[src/rtl/usb_tx_data_buffer_if.sv]
// ---------------------------------------------------------------------------
// usb_tx_data_buffer_if
//   Bundles the push/pop handshake and status signals of the USB transmit
//   byte FIFO so the endpoint side, usb_tx and the FIFO share one connection.
//
//   Signals
//     clear                flush request from the packet sequencer
//     store_tx_data        push strobe, one byte per cycle high
//     tx_data_in           byte to push
//     get_tx_packet        pop strobe from usb_tx
//     tx_packet_data       head byte (show-ahead)
//     tx_packet_data_size  occupancy, 0..DEPTH
//     buffer_full          occupancy equals DEPTH
//     buffer_empty         occupancy equals zero
//     overflow             sticky, a push was rejected
//     underflow            sticky, a pop was rejected
//
//   Modports
//     master  the side that drives push/pop/clear and watches status
//     slave   the FIFO itself
// ---------------------------------------------------------------------------
interface usb_tx_data_buffer_if #(
    parameter int ADDR_W = 6,
    parameter int DATA_W = 8
);
    logic              clear;
    logic              store_tx_data;
    logic [DATA_W-1:0] tx_data_in;
    logic              get_tx_packet;
    logic [DATA_W-1:0] tx_packet_data;
    logic [ADDR_W:0]   tx_packet_data_size;
    logic              buffer_full;
    logic              buffer_empty;
    logic              overflow;
    logic              underflow;

    modport master (
        output clear,
        output store_tx_data,
        output tx_data_in,
        output get_tx_packet,
        input  tx_packet_data,
        input  tx_packet_data_size,
        input  buffer_full,
        input  buffer_empty,
        input  overflow,
        input  underflow
    );

    modport slave (
        input  clear,
        input  store_tx_data,
        input  tx_data_in,
        input  get_tx_packet,
        output tx_packet_data,
        output tx_packet_data_size,
        output buffer_full,
        output buffer_empty,
        output overflow,
        output underflow
    );
endinterface

[src/rtl/usb_tx_data_buffer.sv]
// ---------------------------------------------------------------------------
// usb_tx_data_buffer
//   Byte FIFO sitting directly upstream of usb_tx. The endpoint side pushes
//   payload bytes; usb_tx pops one byte per get_tx_packet pulse and always
//   sees the head byte combinationally (show-ahead), plus the current
//   occupancy. Rejected pushes and pops raise sticky flags that stay set
//   until reset or a flush between packets.
//
//   Ports
//     clk   system clock, all state on the rising edge
//     rst   synchronous active-high reset
//     bus   usb_tx_data_buffer_if.slave, push/pop/clear and status
// ---------------------------------------------------------------------------
module usb_tx_data_buffer #(
    parameter int DEPTH  = 64,
    parameter int ADDR_W = 6,
    parameter int DATA_W = 8
) (
    input  logic              clk,
    input  logic              rst,
    usb_tx_data_buffer_if.slave bus
);

    localparam logic [ADDR_W:0]   FULL_COUNT = (ADDR_W+1)'(DEPTH);
    localparam logic [ADDR_W:0]   COUNT_ONE  = 1;
    localparam logic [ADDR_W-1:0] PTR_ONE    = 1;

    logic [DATA_W-1:0] mem [DEPTH];
    logic [ADDR_W-1:0] rd_ptr;
    logic [ADDR_W-1:0] wr_ptr;
    logic [ADDR_W:0]   count;
    logic              pop_ok;
    logic              push_ok;
    logic              flush;

    // Acceptance decisions. A pop needs something to read. A push needs
    // room, except that a pop in the same cycle frees the slot being
    // written, so a full FIFO can still stream one-in/one-out. On an empty
    // FIFO the pop is refused even if a push arrives together with it,
    // because the pushed byte is not readable until the next cycle.
    always_comb begin
        flush   = rst | bus.clear;
        pop_ok  = bus.get_tx_packet & (count != '0);
        push_ok = bus.store_tx_data & ((count != FULL_COUNT) | pop_ok);
    end

    // Storage array is deliberately left out of reset; only the pointers
    // decide what is valid. Writes are suppressed during reset/flush so a
    // push coinciding with a flush is truly discarded.
    always_ff @(posedge clk) begin
        if (!flush && push_ok) begin
            mem[wr_ptr] <= bus.tx_data_in;
        end
    end

    // Pointers and occupancy. Reset and clear behave identically and take
    // precedence over any push/pop in the same cycle. Pointers are exactly
    // ADDR_W bits wide so they wrap from DEPTH-1 to 0 on their own.
    always_ff @(posedge clk) begin
        if (flush) begin
            rd_ptr <= '0;
            wr_ptr <= '0;
            count  <= '0;
        end else begin
            if (push_ok) begin
                wr_ptr <= wr_ptr + PTR_ONE;
            end
            if (pop_ok) begin
                rd_ptr <= rd_ptr + PTR_ONE;
            end
            case ({push_ok, pop_ok})
                2'b10:   count <= count + COUNT_ONE;
                2'b01:   count <= count - COUNT_ONE;
                default: count <= count;
            endcase
        end
    end

    // Sticky error flags. Each one latches the first refused request and
    // only a reset or flush drops it again.
    always_ff @(posedge clk) begin
        if (flush) begin
            bus.overflow  <= 1'b0;
            bus.underflow <= 1'b0;
        end else begin
            if (bus.store_tx_data && !push_ok) begin
                bus.overflow <= 1'b1;
            end
            if (bus.get_tx_packet && !pop_ok) begin
                bus.underflow <= 1'b1;
            end
        end
    end

    // Status straight from the count register with no extra stage. The head
    // byte is forced to zero when empty so usb_tx never sees stale memory.
    always_comb begin
        bus.tx_packet_data_size = count;
        bus.buffer_full         = (count == FULL_COUNT);
        bus.buffer_empty        = (count == '0);
        bus.tx_packet_data      = (count != '0) ? mem[rd_ptr] : '0;
    end

endmodule

[src/flat_wrapper.sv]
// flat-port wrapper written by rule: the top's interface ports become plain ports
module usb_tx_data_buffer_flat 
#(
    parameter int DEPTH  = 64,
    parameter int ADDR_W = 6,
    parameter int DATA_W = 8
)
  (clk, rst, bus_clear, bus_store_tx_data, bus_tx_data_in, bus_get_tx_packet, bus_tx_packet_data, bus_tx_packet_data_size, bus_buffer_full, bus_buffer_empty, bus_overflow, bus_underflow);
  usb_tx_data_buffer_if #(.ADDR_W(ADDR_W), .DATA_W(DATA_W)) bus_i ();
  input  logic clk;
  input  logic rst;
  input wire logic [$bits(bus_i.clear)-1:0] bus_clear;
  input wire logic [$bits(bus_i.store_tx_data)-1:0] bus_store_tx_data;
  input wire logic [$bits(bus_i.tx_data_in)-1:0] bus_tx_data_in;
  input wire logic [$bits(bus_i.get_tx_packet)-1:0] bus_get_tx_packet;
  output wire logic [$bits(bus_i.tx_packet_data)-1:0] bus_tx_packet_data;
  output wire logic [$bits(bus_i.tx_packet_data_size)-1:0] bus_tx_packet_data_size;
  output wire logic [$bits(bus_i.buffer_full)-1:0] bus_buffer_full;
  output wire logic [$bits(bus_i.buffer_empty)-1:0] bus_buffer_empty;
  output wire logic [$bits(bus_i.overflow)-1:0] bus_overflow;
  output wire logic [$bits(bus_i.underflow)-1:0] bus_underflow;
  assign bus_i.clear = bus_clear;
  assign bus_i.store_tx_data = bus_store_tx_data;
  assign bus_i.tx_data_in = bus_tx_data_in;
  assign bus_i.get_tx_packet = bus_get_tx_packet;
  assign bus_tx_packet_data = bus_i.tx_packet_data;
  assign bus_tx_packet_data_size = bus_i.tx_packet_data_size;
  assign bus_buffer_full = bus_i.buffer_full;
  assign bus_buffer_empty = bus_i.buffer_empty;
  assign bus_overflow = bus_i.overflow;
  assign bus_underflow = bus_i.underflow;
  usb_tx_data_buffer #(.DEPTH(DEPTH), .ADDR_W(ADDR_W), .DATA_W(DATA_W)) u_core (.clk(clk), .rst(rst), .bus(bus_i));
endmodule
[config.mk]
export PLATFORM = sky130hd
export DESIGN_NAME = usb_tx_data_buffer_flat
export DESIGN_NICKNAME = d
export VERILOG_FILES = /design/src/rtl/usb_tx_data_buffer_if.sv /design/src/rtl/usb_tx_data_buffer.sv /design/src/flat_wrapper.sv
export SDC_FILE = /design/constraint.sdc
export NUM_CORES = 1
export LEC_CHECK = 0
export CORE_ASPECT_RATIO = 0.7
export CORE_MARGIN = 8
export CORE_UTILIZATION = 57
export CTS_BUF_LIST = sky130_fd_sc_hd__clkbuf_8 sky130_fd_sc_hd__clkbuf_16
export CTS_CLUSTER_SIZE = 20
export DETAILED_ROUTE_END_ITERATION = 16
export PLACE_DENSITY = 0.74
export SLEW_MARGIN = 20
export SYNTH_ARGS = -nofsm -noshare
export SYNTH_HDL_FRONTEND = slang
export SYNTH_SLANG_ARGS = --single-unit
[constraint.sdc]
create_clock -name clk -period 7.4 [get_ports clk]
set_clock_uncertainty 0.05 [all_clocks]
set_input_delay 1.48 -clock clk [delete_from_list [all_inputs] [get_ports clk]]
set_output_delay 1.48 -clock clk [all_outputs]
set_load 0.02 [all_outputs]
==> results by group <==
STA
  • Max Fclk: about 180 MHz
  • Slew @ Worst Pin: 963 ps
  • RSZ-0062 raised after global routing: false
  • Slew Limit Fails: 0
  • Minimum clock period: between 5000 and 6000 ps
  • TNS Setup: 0 ps
  • Final setup fails: 0
  • Relative slew slack: 35.6%
  • Final Cycle Share: about 74%
  • Post-route setup slack: 1940 ps
  • Final hold violation count: 0

Run status
  • Status: finished clean

Global route
  • Initial antenna violation count: 0
  • Vias in the first global route: around 11,000
  • Global route overflow: 0
  • Largest net degree at the start of global routing: 67
  • Global-route wire length before repair: about 69,000 um
  • Gr usage total: 21.7%

Layout
  • Layout cells sized above 1: about a fifth
  • Most frequent cells in the layout: 512 x edfxtp_1, 128 x mux4_2, 93 x nor2_1
  • Design Area, Final: approximately 23,000 um2
  • Most common cell after layout, fill and taps aside: edfxtp_1
  • Layout Cells excl Fill: roughly 1,600
  • Final core utilization: 63.9%
  • Diode count: 0
  • Layout Area Growth over Synthesis: 11.6%
  • Fillers: about 2,500
  • Final layout net count: 1,124

CTS
  • Worst skew pair latency: 570 ps
  • Post-CTS Setup Bufs: 0
  • # clock sinks: approximately 540
  • CTS resizes: 0
  • Root Buffer: clkbuf_16
  • CTS Hold Bufs: 0
  • CTS Buf Count: 49
  • CTS tree: built
  • Clock Path Buffers: 3
  • CTS H-tree lvls: 2
  • Worst-path clk slew: 70 ps

Placed design
  • DP Area: ~22,000 um2
  • Placed cells: 1,540
  • IO Port Bufs: 31
  • Hpwl dp: around 28,000 um
  • GP Congestion: roughly 0.82
  • Place WS: around 2500 ps

Synthesis
  • Most common flop cell mapped by yosys: edfxtp_1
  • YS warnings: 0
  • Cells after Synth: 1,060
  • Synth area leaders: edfxtp_1 73%, mux4_2 14%, dfxtp_1 2.6%, nor2_1 1.7%, a22oi_1 0.78%
  • #FFs+latches synth: 539
  • Avg Inst Size Synth: 19.9 um2
  • Distinct cells, synth: 48
  • Cell taking the most area after synthesis: edfxtp_1
  • Post-synth top area share: between 70 and 80%
  • Synthesized Nets: about 1,100
  • Asr flop ratio synth: 0%
  • Post-synthesis sequential area ratio: 75.6%
  • Post-synth EDFFs: approximately 510
  • Post-Syn Area: 21,000 um2

Setup path
  • Worst EP required: a little under 6000 ps
  • Kind of critical path: register to primary output
  • WP data arrival: between 3000 and 4000 ps
  • Slowest cell on the critical path: dfxtp_4
  • FF-to-FF path depth: 6
  • R2r setup slk: ~4000 ps
  • Worst-path cell chain: buf_4 -> mux4_2 -> a22oi_1 -> a21oi_1 -> a31oi_1 -> o21ai_0 -> clkdlybuf4s50_1
  • Origin of the critical flop-to-flop path: u_core.bus.tx_packet_data_size[4]
  • Crit end category: primary output
  • Worst path top cell family by delay: buffers and inverters
  • Worst Path Buf+Inv: 2
  • R2r endpoint: u_core.mem[15][1]
  • Worst path max stage delay: slightly above 800 ps
  • CP Launch Type: register
  • CP max FO: 35

Power
  • Leakage: 0.00712 uW
  • Maximum VDD drop: roughly 0.23 mV
  • Power Density: roughly 260 nW/um2

Floorplanning
  • Core Box Area: ~37,000 um2
  • Die ar.: 43,400 um2
  • I/O Pins: 32
  • Die X: ~250 um
  • Initial core utilization: 57.2%
  • Die Ht: 177 um
  • Row count: 59

Drt
  • Wire per inst: between 20 and 30 um
  • Drc violations: 0
  • WL final: approximately 47,000 um
  • First drt pass iteration count: 5
  • DRT iter0 DRCs: 1,295
  • Vias/cell: roughly 6.5
  • Antenna viol nets, final: 0
  • Routed via count: around 11,000

Hold path
  • Hold path startpoint: u_core.bus.underflow
  • Hold EP: u_core.bus.underflow
  • Hold path cells: 2
  • Worst hold-check path type: register to register

Run
  • Maxcap violations: 0
-- registers in the layout, indices dropped and copies added, names as in the netlist, named ones only --
signal                          count
u_core.wr_ptr                       6
u_core.mem                        512
u_core.bus.tx_packet_data_size      7
u_core.bus.overflow                 1
u_core.bus.underflow                1
u_core.rd_ptr                       6
-- per-layer routing --
metal / vias up / GRT usage, % / part of all wire [%]
li1: 4436 / - / -
met1: 5499 / 31.3 / 42
met2: 517 / 32.1 / 46
met3: 80 / 6.39 / 9.7
met4: 0 / 6.16 / 2.5
met5: - / 0 / 0
-- cells in the mapped netlist, types with 2 or more instances --
master and number:
a211oi_1 6, a21oi_1 16, a221o_1 2, a22oi_1 22
a31oi_1 4, buf_1 5, buf_2 24, clkbuf_1 23
dfxtp_1 27, edfxtp_1 512, ha_1 7, inv_1 8
mux2i_1 13, mux4_2 128, nand2_1 38, nand2b_1 6
nand3_1 5, nand3b_1 4, nand4_1 4, nor2_1 93
nor2b_1 13, nor3_1 9, o21a_1 2, o21ai_0 16
o221ai_1 5, o22a_1 2, o22ai_1 26, or2_2 6
or3_1 4, xnor2_1 6, xor2_1 7
-- final cells by class --
type	instances	area (um2)	area share, %
sequential	539	15900	67.8
clock inverter	38	379	1.61
tap	488	611	2.60
inverter	8	30.0	0.128
multi-input combinational	459	4850	20.7
timing repair buffer	46	415	1.77
clock buffer	51	1280	5.43
-- worst max-delay path by stage --
| stage | from | to | slack, ps | depth (start not counted) |
|---|---|---|---|---|
| final | register | bus_tx_packet_data[4] | 1940 | 7 |
| after global routing | register | bus_tx_packet_data[5] | 1670 | 7 |
| after CTS | register | bus_tx_packet_data[4] | 1900 | 7 |
| after detailed placement | register | bus_tx_packet_data[4] | 2520 | 7 |
| after global placement | register | bus_tx_packet_data[4] | 2510 | 7 |
| after floorplan | u_core.bus.tx_packet_data_size[0] | bus_tx_packet_data[0] | 3750 | 6 |
-- worst min-delay path: stages (launching register included) --
cell and delay [ps]:
dfxtp_1 330, a21oi_1 40, nor2_1 80
-- logic make-up (layout without fill, tap and decap cells) --
| group | after synthesis | after routing | synth area share [%] |
|---|---|---|---|
| AOI/OAI and AO/OA | 108 | 108 | 3.57 |
| xor gates and xnor gates | 13 | 13 | 0.541 |
| adders and majority gates | 8 | 8 | 0.511 |
| buffers and inverters | 62 | 143 | 1.31 |
| DFF | 539 | 539 | 75.6 |
| muxes | 141 | 141 | 14.3 |
| and+or+nand+nor | 189 | 189 | 4.11 |
-- power breakdown --
group          internal (uW)  leakage, uW  switching, uW
combinational           73.2      0.00146            123
clock                   1520     0.000845           1090
sequential              3340      0.00482           8.94
-- stage by stage --
step                      hold slack (ps)  power [uW]
final                                 434        6160
after global routing                  479        6290
after CTS                             430        6180
after detailed placement              411        3610
after global placement                404        3600
after floorplan                       413        3510
(Power assumes the default switching activity.)
